### src/rtl/inst_sram_axi_rd_bridge.sv
// Instruction-fetch request port (req/addr_ok/data_ok) to AXI4 read bridge; in-order, flush-aware.
// Optional macro DUAL_FETCH_EN: 64-bit fetch via an 8-byte aligned two-beat INCR burst.
module inst_sram_axi_rd_bridge #(
  parameter int unsigned DEPTH    = 2,
  parameter logic [3:0]  ARID_VAL = 4'd0
) (
  input  logic        clk,
  input  logic        rst,
  input  logic        inst_req_i,
  input  logic [31:0] inst_addr_i,
  input  logic        inst_uncache_i,
  input  logic        inst_flush_i,
  output logic        inst_addr_ok_o,
  output logic        inst_data_ok_o,
`ifdef DUAL_FETCH_EN
  output logic [63:0] inst_rdata_o,
`else
  output logic [31:0] inst_rdata_o,
`endif
  output logic        inst_err_o,
  output logic [3:0]  arid_o,
  output logic [31:0] araddr_o,
  output logic [7:0]  arlen_o,
  output logic [2:0]  arsize_o,
  output logic [1:0]  arburst_o,
  output logic [3:0]  arcache_o,
  output logic        arvalid_o,
  input  logic        arready_i,
  input  logic [3:0]  rid_i,
  input  logic [31:0] rdata_i,
  input  logic [1:0]  rresp_i,
  input  logic        rlast_i,
  input  logic        rvalid_i,
  output logic        rready_o
);

`ifdef DUAL_FETCH_EN
  localparam int unsigned RW = 64;
`else
  localparam int unsigned RW = 32;
`endif
  localparam int unsigned     CNT_W   = $clog2(DEPTH + 1);
  localparam logic [CNT_W-1:0] DEPTH_C = CNT_W'(DEPTH);
  localparam logic [CNT_W-1:0] ONE_C   = CNT_W'(1);

  typedef enum logic {AR_IDLE, AR_BUSY} ar_state_e;

  ar_state_e        state_q, state_d;
  logic [31:0]      araddr_q, araddr_d;
  logic [3:0]       arcache_q, arcache_d;
  logic             arvalid_q, arvalid_d;
  logic [CNT_W-1:0] cnt_q, cnt_d;
  logic [CNT_W-1:0] cancel_q, cancel_d;
  logic             rready_q, rready_d;
  logic             data_ok_q, data_ok_d;
  logic [RW-1:0]    rdata_q, rdata_d;
  logic             err_q, err_d;
  logic             err_acc_q, err_acc_d;
  logic [RW-1:0]    word;
  logic             err_beat;
  logic             accept, take, retire;
  logic             rid_unused;

  // Single ARID and in-order return, so the response ID carries no information.
  assign rid_unused = ^rid_i;

  assign accept   = (state_q == AR_IDLE) & inst_req_i & ~inst_flush_i & (cnt_q < DEPTH_C);
  assign take     = rvalid_i & rready_q & (cnt_q != '0);
  assign retire   = take & rlast_i;
  assign err_beat = err_acc_q | (rresp_i != 2'b00);

`ifdef DUAL_FETCH_EN
  logic        beat_q, beat_d;
  logic [31:0] lo_q, lo_d;

  always_comb begin
    beat_d = beat_q;
    lo_d   = lo_q;
    if (take) begin
      beat_d = ~rlast_i;
      if (!beat_q) lo_d = rdata_i;
    end
  end

  assign word = {rdata_i, lo_q};

  always_ff @(posedge clk or posedge rst) begin
    if (rst) begin
      beat_q <= 1'b0;
      lo_q   <= '0;
    end else begin
      beat_q <= beat_d;
      lo_q   <= lo_d;
    end
  end
`else
  assign word = rdata_i;
`endif

  always_comb begin
    // NOTE: every _d gets its hold value first so no path leaves it unassigned (no latches).
    state_d   = state_q;
    araddr_d  = araddr_q;
    arcache_d = arcache_q;
    arvalid_d = arvalid_q;
    cnt_d     = cnt_q;
    cancel_d  = cancel_q;
    rready_d  = 1'b1;
    data_ok_d = 1'b0;
    rdata_d   = rdata_q;
    err_d     = err_q;
    err_acc_d = err_acc_q;

    case (state_q)
      AR_IDLE: begin
        if (accept) begin
`ifdef DUAL_FETCH_EN
          araddr_d = {inst_addr_i[31:3], 3'b000};
`else
          araddr_d = inst_addr_i;
`endif
          arcache_d = inst_uncache_i ? 4'b0000 : 4'b1111;
          arvalid_d = 1'b1;
          state_d   = AR_BUSY;
        end
      end
      AR_BUSY: begin
        if (arready_i) begin
          arvalid_d = 1'b0;
          state_d   = AR_IDLE;
        end
      end
      default: state_d = AR_IDLE;
    endcase

    if (accept && !retire)      cnt_d = cnt_q + ONE_C;
    else if (retire && !accept) cnt_d = cnt_q - ONE_C;

    if (take) err_acc_d = retire ? 1'b0 : err_beat;

    if (retire) begin
      if (cancel_q != '0) begin
        cancel_d = cancel_q - ONE_C;
      end else if (!inst_flush_i) begin
        data_ok_d = 1'b1;
        rdata_d   = word;
        err_d     = err_beat;
      end
    end

    // A flush supersedes the retire bookkeeping: everything still counted after this cycle is dead.
    if (inst_flush_i) cancel_d = cnt_d;
  end

  always_ff @(posedge clk or posedge rst) begin
    if (rst) begin
      state_q   <= AR_IDLE;
      araddr_q  <= '0;
      arcache_q <= '0;
      arvalid_q <= 1'b0;
      cnt_q     <= '0;
      cancel_q  <= '0;
      rready_q  <= 1'b0;
      data_ok_q <= 1'b0;
      rdata_q   <= '0;
      err_q     <= 1'b0;
      err_acc_q <= 1'b0;
    end else begin
      state_q   <= state_d;
      araddr_q  <= araddr_d;
      arcache_q <= arcache_d;
      arvalid_q <= arvalid_d;
      cnt_q     <= cnt_d;
      cancel_q  <= cancel_d;
      rready_q  <= rready_d;
      data_ok_q <= data_ok_d;
      rdata_q   <= rdata_d;
      err_q     <= err_d;
      err_acc_q <= err_acc_d;
    end
  end

  assign inst_addr_ok_o = accept;
  assign inst_data_ok_o = data_ok_q;
  assign inst_rdata_o   = rdata_q;
  assign inst_err_o     = err_q;
  assign arid_o         = ARID_VAL;
  assign araddr_o       = araddr_q;
`ifdef DUAL_FETCH_EN
  assign arlen_o        = 8'd1;
`else
  assign arlen_o        = 8'd0;
`endif
  assign arsize_o       = 3'b010;
  assign arburst_o      = 2'b01;
  assign arcache_o      = arcache_q;
  assign arvalid_o      = arvalid_q;
  assign rready_o       = rready_q;

endmodule

### config.mk
export PLATFORM = sky130hd
export DESIGN_NAME = inst_sram_axi_rd_bridge
export DESIGN_NICKNAME = d
export VERILOG_FILES = /design/src/rtl/inst_sram_axi_rd_bridge.sv
export SDC_FILE = /design/constraint.sdc
export NUM_CORES = 1
export LEC_CHECK = 0
export CAP_MARGIN = 20
export CORE_UTILIZATION = 44
export CTS_BUF_LIST = sky130_fd_sc_hd__clkbuf_8
export CTS_CLUSTER_SIZE = 40
export DETAILED_ROUTE_END_ITERATION = 8
export PLACE_DENSITY_LB_ADDON = 0.2
export SYNTH_ARGS = -nofsm -noshare
export SYNTH_HDL_FRONTEND = slang
export SYNTH_SLANG_ARGS = --single-unit
### constraint.sdc
create_clock -name clk -period 6.6 [get_ports clk]
set_clock_uncertainty 0.05 [all_clocks]
set_input_delay 1.32 -clock clk [delete_from_list [all_inputs] [get_ports clk]]
set_output_delay 1.32 -clock clk [all_outputs]
set_load 0.02 [all_outputs]
### Yosys cells after proc, flatten, opt, wreduce, memory -nomap -nowiden

Cells that the tools add are included.

* logic and storage cells: 56
* register bits: 78
* output and inout bits: 90
* ROM bits: 0
* memories kept: 0
* memory bits (writable): 0
* bits in latches: 0

* eq/ne operators: 2
* multipliers: 0
* shift-type cells: 0
* muxes and demuxes: 16
* reduce and logical (&&, ||, !) cells: 13
* div/mod/pow operators: 0
* order comparisons: 1
* bitwise gates (word level): 10
* add/sub/neg operators: 3

Operators with widths (number)
* 2-bit two-way mux: 5
* 2-bit nonzero test: 5
* 1-bit two-way mux: 8
* 1-bit AND: 6
* 2-bit AND reduction: 3
* 4-bit two-way mux: 1
* 2-bit inequality test, second input constant: 2
* 1-bit case mux with 2 select lines: 2
* 2-bit by 1-bit subtractor with 2-bit output, second input constant: 2
* 1-bit inverter: 3
* 3-bit AND reduction: 1
* 2-bit by 1-bit adder with 2-bit output, second input constant: 1
* 1-bit logical AND: 2
* 1-bit logical NOT: 2
* 2-bit less-than comparator, second input constant: 1
* 1-bit bitwise OR: 1

### Longest topological paths before layout

* word-level depth: 9
* gate-level depth with buffers: 8
* mapped depth without buffers: 5

### Worst setup path after synthesis

No wires, ideal clock.

* path kind: in2out
* start: input port inst_flush_i
* end: output port inst_addr_ok_o
* buffers on the path: 2
* slack: 3.238 ns
* cell stages on the path: 3
* arrival time: 1.992 ns
* path through: nor4b_2 buf_4 buf_4

* word-level cells in the longest chain between the ends: 3

RTL lines
* from (decl): RTL line 12 `input logic inst_flush_i,`
* 1-bit inverter (no line)
* 1-bit AND (2 in a row): RTL line 67 `assign accept = (state_q == AR_IDLE) & inst_req_i & ~inst_flush_i & (cnt_q < DEPTH_C);`
* to (decl): RTL line 13 `output logic inst_addr_ok_o,`

Every way passes these cells.

### Worst setup path in the final report

Same ends and word-level chain as after synthesis.

==> metrics.md <==
| Metric | Value |
|---|---|
| Run status | `finished clean` |
| Chip Width | `87.79 µm` |
| Clock H-tree levels | `3` |
| Post-synthesis sequential area ratio | `57.96%` |
| Initial DRC count | `58` |
| Inserted Clock Buffers | `9` |
| Routed wire length | `6859 µm` |
| Slowest CP cell | `clkdlybuf4s50_1` |
| Syn avg cell area | `15.64 µm²` |
| Critical path start-end classification | `primary input to primary output` |
| Core Area | `6944 µm²` |
| Power consumption | `2240 µW` |
| Remaining Overflow, GRT | `0` |
| CTS root buf | `clkbuf_8` |
| Critical-path cell list | `clkdlybuf4s50_1 -> nor4b_4 -> clkdlybuf4s50_1` |
| Placement row count | `30` |
| Antenna violations before repair | `0` |
| First-pass iteration count of the detailed router | `4` |
| Clock-pin slew of the registers on the worst-case setup and hold paths | `70 ps` |
| Setup repair after global routing missed its margin | `no` |
| Ranking of synthesized cells by area | `dfrtp_1, mux2_4, mux2_2` |
| I/O Buffers | `146` |
| CP Capture Type | `primary output` |
| YS warnings | `0` |
| Primary flip-flop cell chosen by synthesis mapping | `dfrtp_1` |
| Path class of the lowest-slack min-delay path | `flop to flop` |
| Average via count per standard cell | `4.667` |
| Antenna Nets Post-Route | `0` |
| Effective utilization at floorplan | `46.63%` |
| Synth Instances | `207` |
| Wire length of the first global-routing pass | `10,330 µm` |
| Post-CTS setup buffer count | `0` |
| Worst ir drop on vdd | `0.0003048 V` |
| Signal arrival time at the worst endpoint | `2900 ps` |
| Final GP Congestion | `0.6762` |
| I/O Pins | `168` |
| Hold slack final | `450.9 ps` |
| Cts-stage hold buffer count | `0` |
| Data required time at the worst endpoint | `5230 ps` |
| Fmax | `234.1 MHz` |
| Post-CTS sizing | `0` |
| Remaining design rule violation count | `0` |
| Critical path's most frequent cell | `clkdlybuf4s50_1` |
| Final setup vio count | `0` |
| Minimum clock period after layout | `4271 ps` |
| Vert. Die Dim | `87.79 µm` |
| Share of post-route cells with drive strength above 1 | `23.81%` |
| Clock tree from TritonCTS | `done` |
| Post-route setup slack | `2329 ps` |
| Overall Global Routing Usage | `17.89%` |
| Pin count of the biggest net entering global routing | `76` |
| Share of flip-flops with an asynchronous set or reset | `100.0%` |
| Antenna Diode Count | `0` |
| Total leakage power | `0.002127 µW` |
| Power per cell area | `461.0 nW/µm²` |
| FF+latch count, synth | `75` |
| Number of max-cap violations | `0` |
| Fin. max-slew vios | `0` |
| Number of vias in the routed layout | `2,114` |
| Netlist Area Pre-Place | `3238 µm²` |
| Slew headroom | `36.78%` |
| Via count of the first global-routing pass | `2,165` |
| Area share of the largest cell type after synthesis | `57.96%` |
| Clock sinks | `75` |
| CP startpoint kind | `primary input` |
| Post-synthesis cell type with the largest combined area | `dfrtp_1` |
| Number of enable-type register cells in the synthesized netlist | `0` |
| Final Hold Viols | `0` |
| Clk Latency, worst-skew pair | `330 ps` |
| Die outline area | `7706 µm²` |
| Worst setup slack before clock tree synthesis | `2348 ps` |
| Number of buffers between clock root and the deepest sink | `2` |
| Count of distinct cell types in the synthesized netlist | `31` |
| Transition at the pin with the smallest max-transition slack | `948.2 ps` |
| Final total negative setup slack | `0 ps` |
| Slowest Stage Delay on Critical Path | `660 ps` |
| Area Overhead vs Synth | `50.04%` |
| Final cycle utilization of the critical path | `64.71%` |
| Largest fanout of any net on the critical path | `8` |
| Final layout net count | `433` |
| Post-detailed-placement half-perimeter wirelength | `4883 µm` |
| Detail-routed net length per standard cell | `15.14 µm` |
cells in the final DEF, fill, tap and decap left out, types with 2 or more instances in the layout:
cell and instances:
clkdlybuf4s50_1 146, dfrtp_1 75, mux2_2 36, mux2_4 29, conb_1 18, clkbuf_8 10, inv_1 6, o211ai_1 3
nor2_1 3, xnor2_1 2, a21oi_1 2, ha_1 2, clkinv_2 2, bufinv_16 2, buf_4 2
worst paths after layout:
kind,from,to,slack (ps),cells after the start
setup / recovery,inst_flush_i,inst_addr_ok_o,2330,3
hold reg to reg,err_acc_q,err_acc_q,450,1
max in group asynchronous,rst,err_acc_q,4330,3
setup reg to reg,cnt_q[1],inst_rdata_o[23],4290,5
min in group asynchronous,rst,inst_rdata_o[3],1540,3
hold / removal,err_acc_q,err_acc_q,450,1
routing by layer:
layer	GRT usage (%)	wire, µm	vias to the layer above
met5	0	0	-
met1	23.04	2919	1024
li1	-	-	966
met4	8.346	129	0
met2	26.64	3074	114
met3	6.880	735	10
registers in the layout, indices dropped and copies added, names as in the netlist:
register,flops
araddr_o,32
inst_rdata_o,32
cancel_q,2
cnt_q,2
arcache_o,1
arvalid_o,1
err_acc_q,1
inst_data_ok_o,1
inst_err_o,1
rready_o,1
state_q,1
area by class of cell:
| cell class | count | area, µm² |
|---|---|---|
| Tap cell | 96 | 120.1 |
| Inverter | 7 | 26.28 |
| Sequential cell | 75 | 1877 |
| Clock buffer | 10 | 137.6 |
| Fill cell | 495 | 2086 |
| Timing Repair Buffer | 148 | 1476 |
| Multi-Input combinational cell | 112 | 1144 |
| Clock inverter | 5 | 77.57 |
stage by stage:
| step | cell area (µm²) | util, % | instances |
|---|---|---|---|
| after global placement | 4643 | 66.86 | 438 |
| after floorplan | 3298 | - | 223 |
| after CTS | 4858 | 69.96 | 453 |
| final | 4858 | 69.96 | 453 |
| after detailed placement | 4643 | 66.86 | 438 |
| after global routing | 4858 | 69.96 | 453 |
synthesized netlist by cell type (2+ instances only):
library cell / count
inv_1: 7
conb_1: 2
mux2_2: 36
o211ai_1: 3
xnor2_1: 2
buf_12: 3
buf_6: 2
a21oi_1: 2
buf_4: 23
mux2_4: 29
dfrtp_1: 75
nor2_1: 3
ha_1: 2
cells by family after synthesis:
| kind of cell | count (synthesis) | share of synthesized area [%] |
|---|---|---|
| flops | 75 | 57.96 |
| mux | 66 | 26.28 |
| buf+inv | 36 | 8.849 |
| simple gates | 13 | 2.898 |
| compound gates | 11 | 2.473 |
| fa+ha+maj | 2 | 0.7727 |
| other cells | 2 | 0.2319 |
| xor+xnor | 2 | 0.5411 |
power by group:
part / internal [µW] / switching (µW) / leakage (µW)
sequential: 671 / 112 / 0.000927
combinational: 604 / 472 / 0.00109
clock: 220 / 161 / 0.000108
total: 1490 / 745 / 0.00213
critical path, delay by kind of cell:
family / cells / cell delay (ps)
AND/OR/NAND/NOR: 1 / 350
buffers and inverters: 2 / 1230
(Power assumes the default switching activity.)
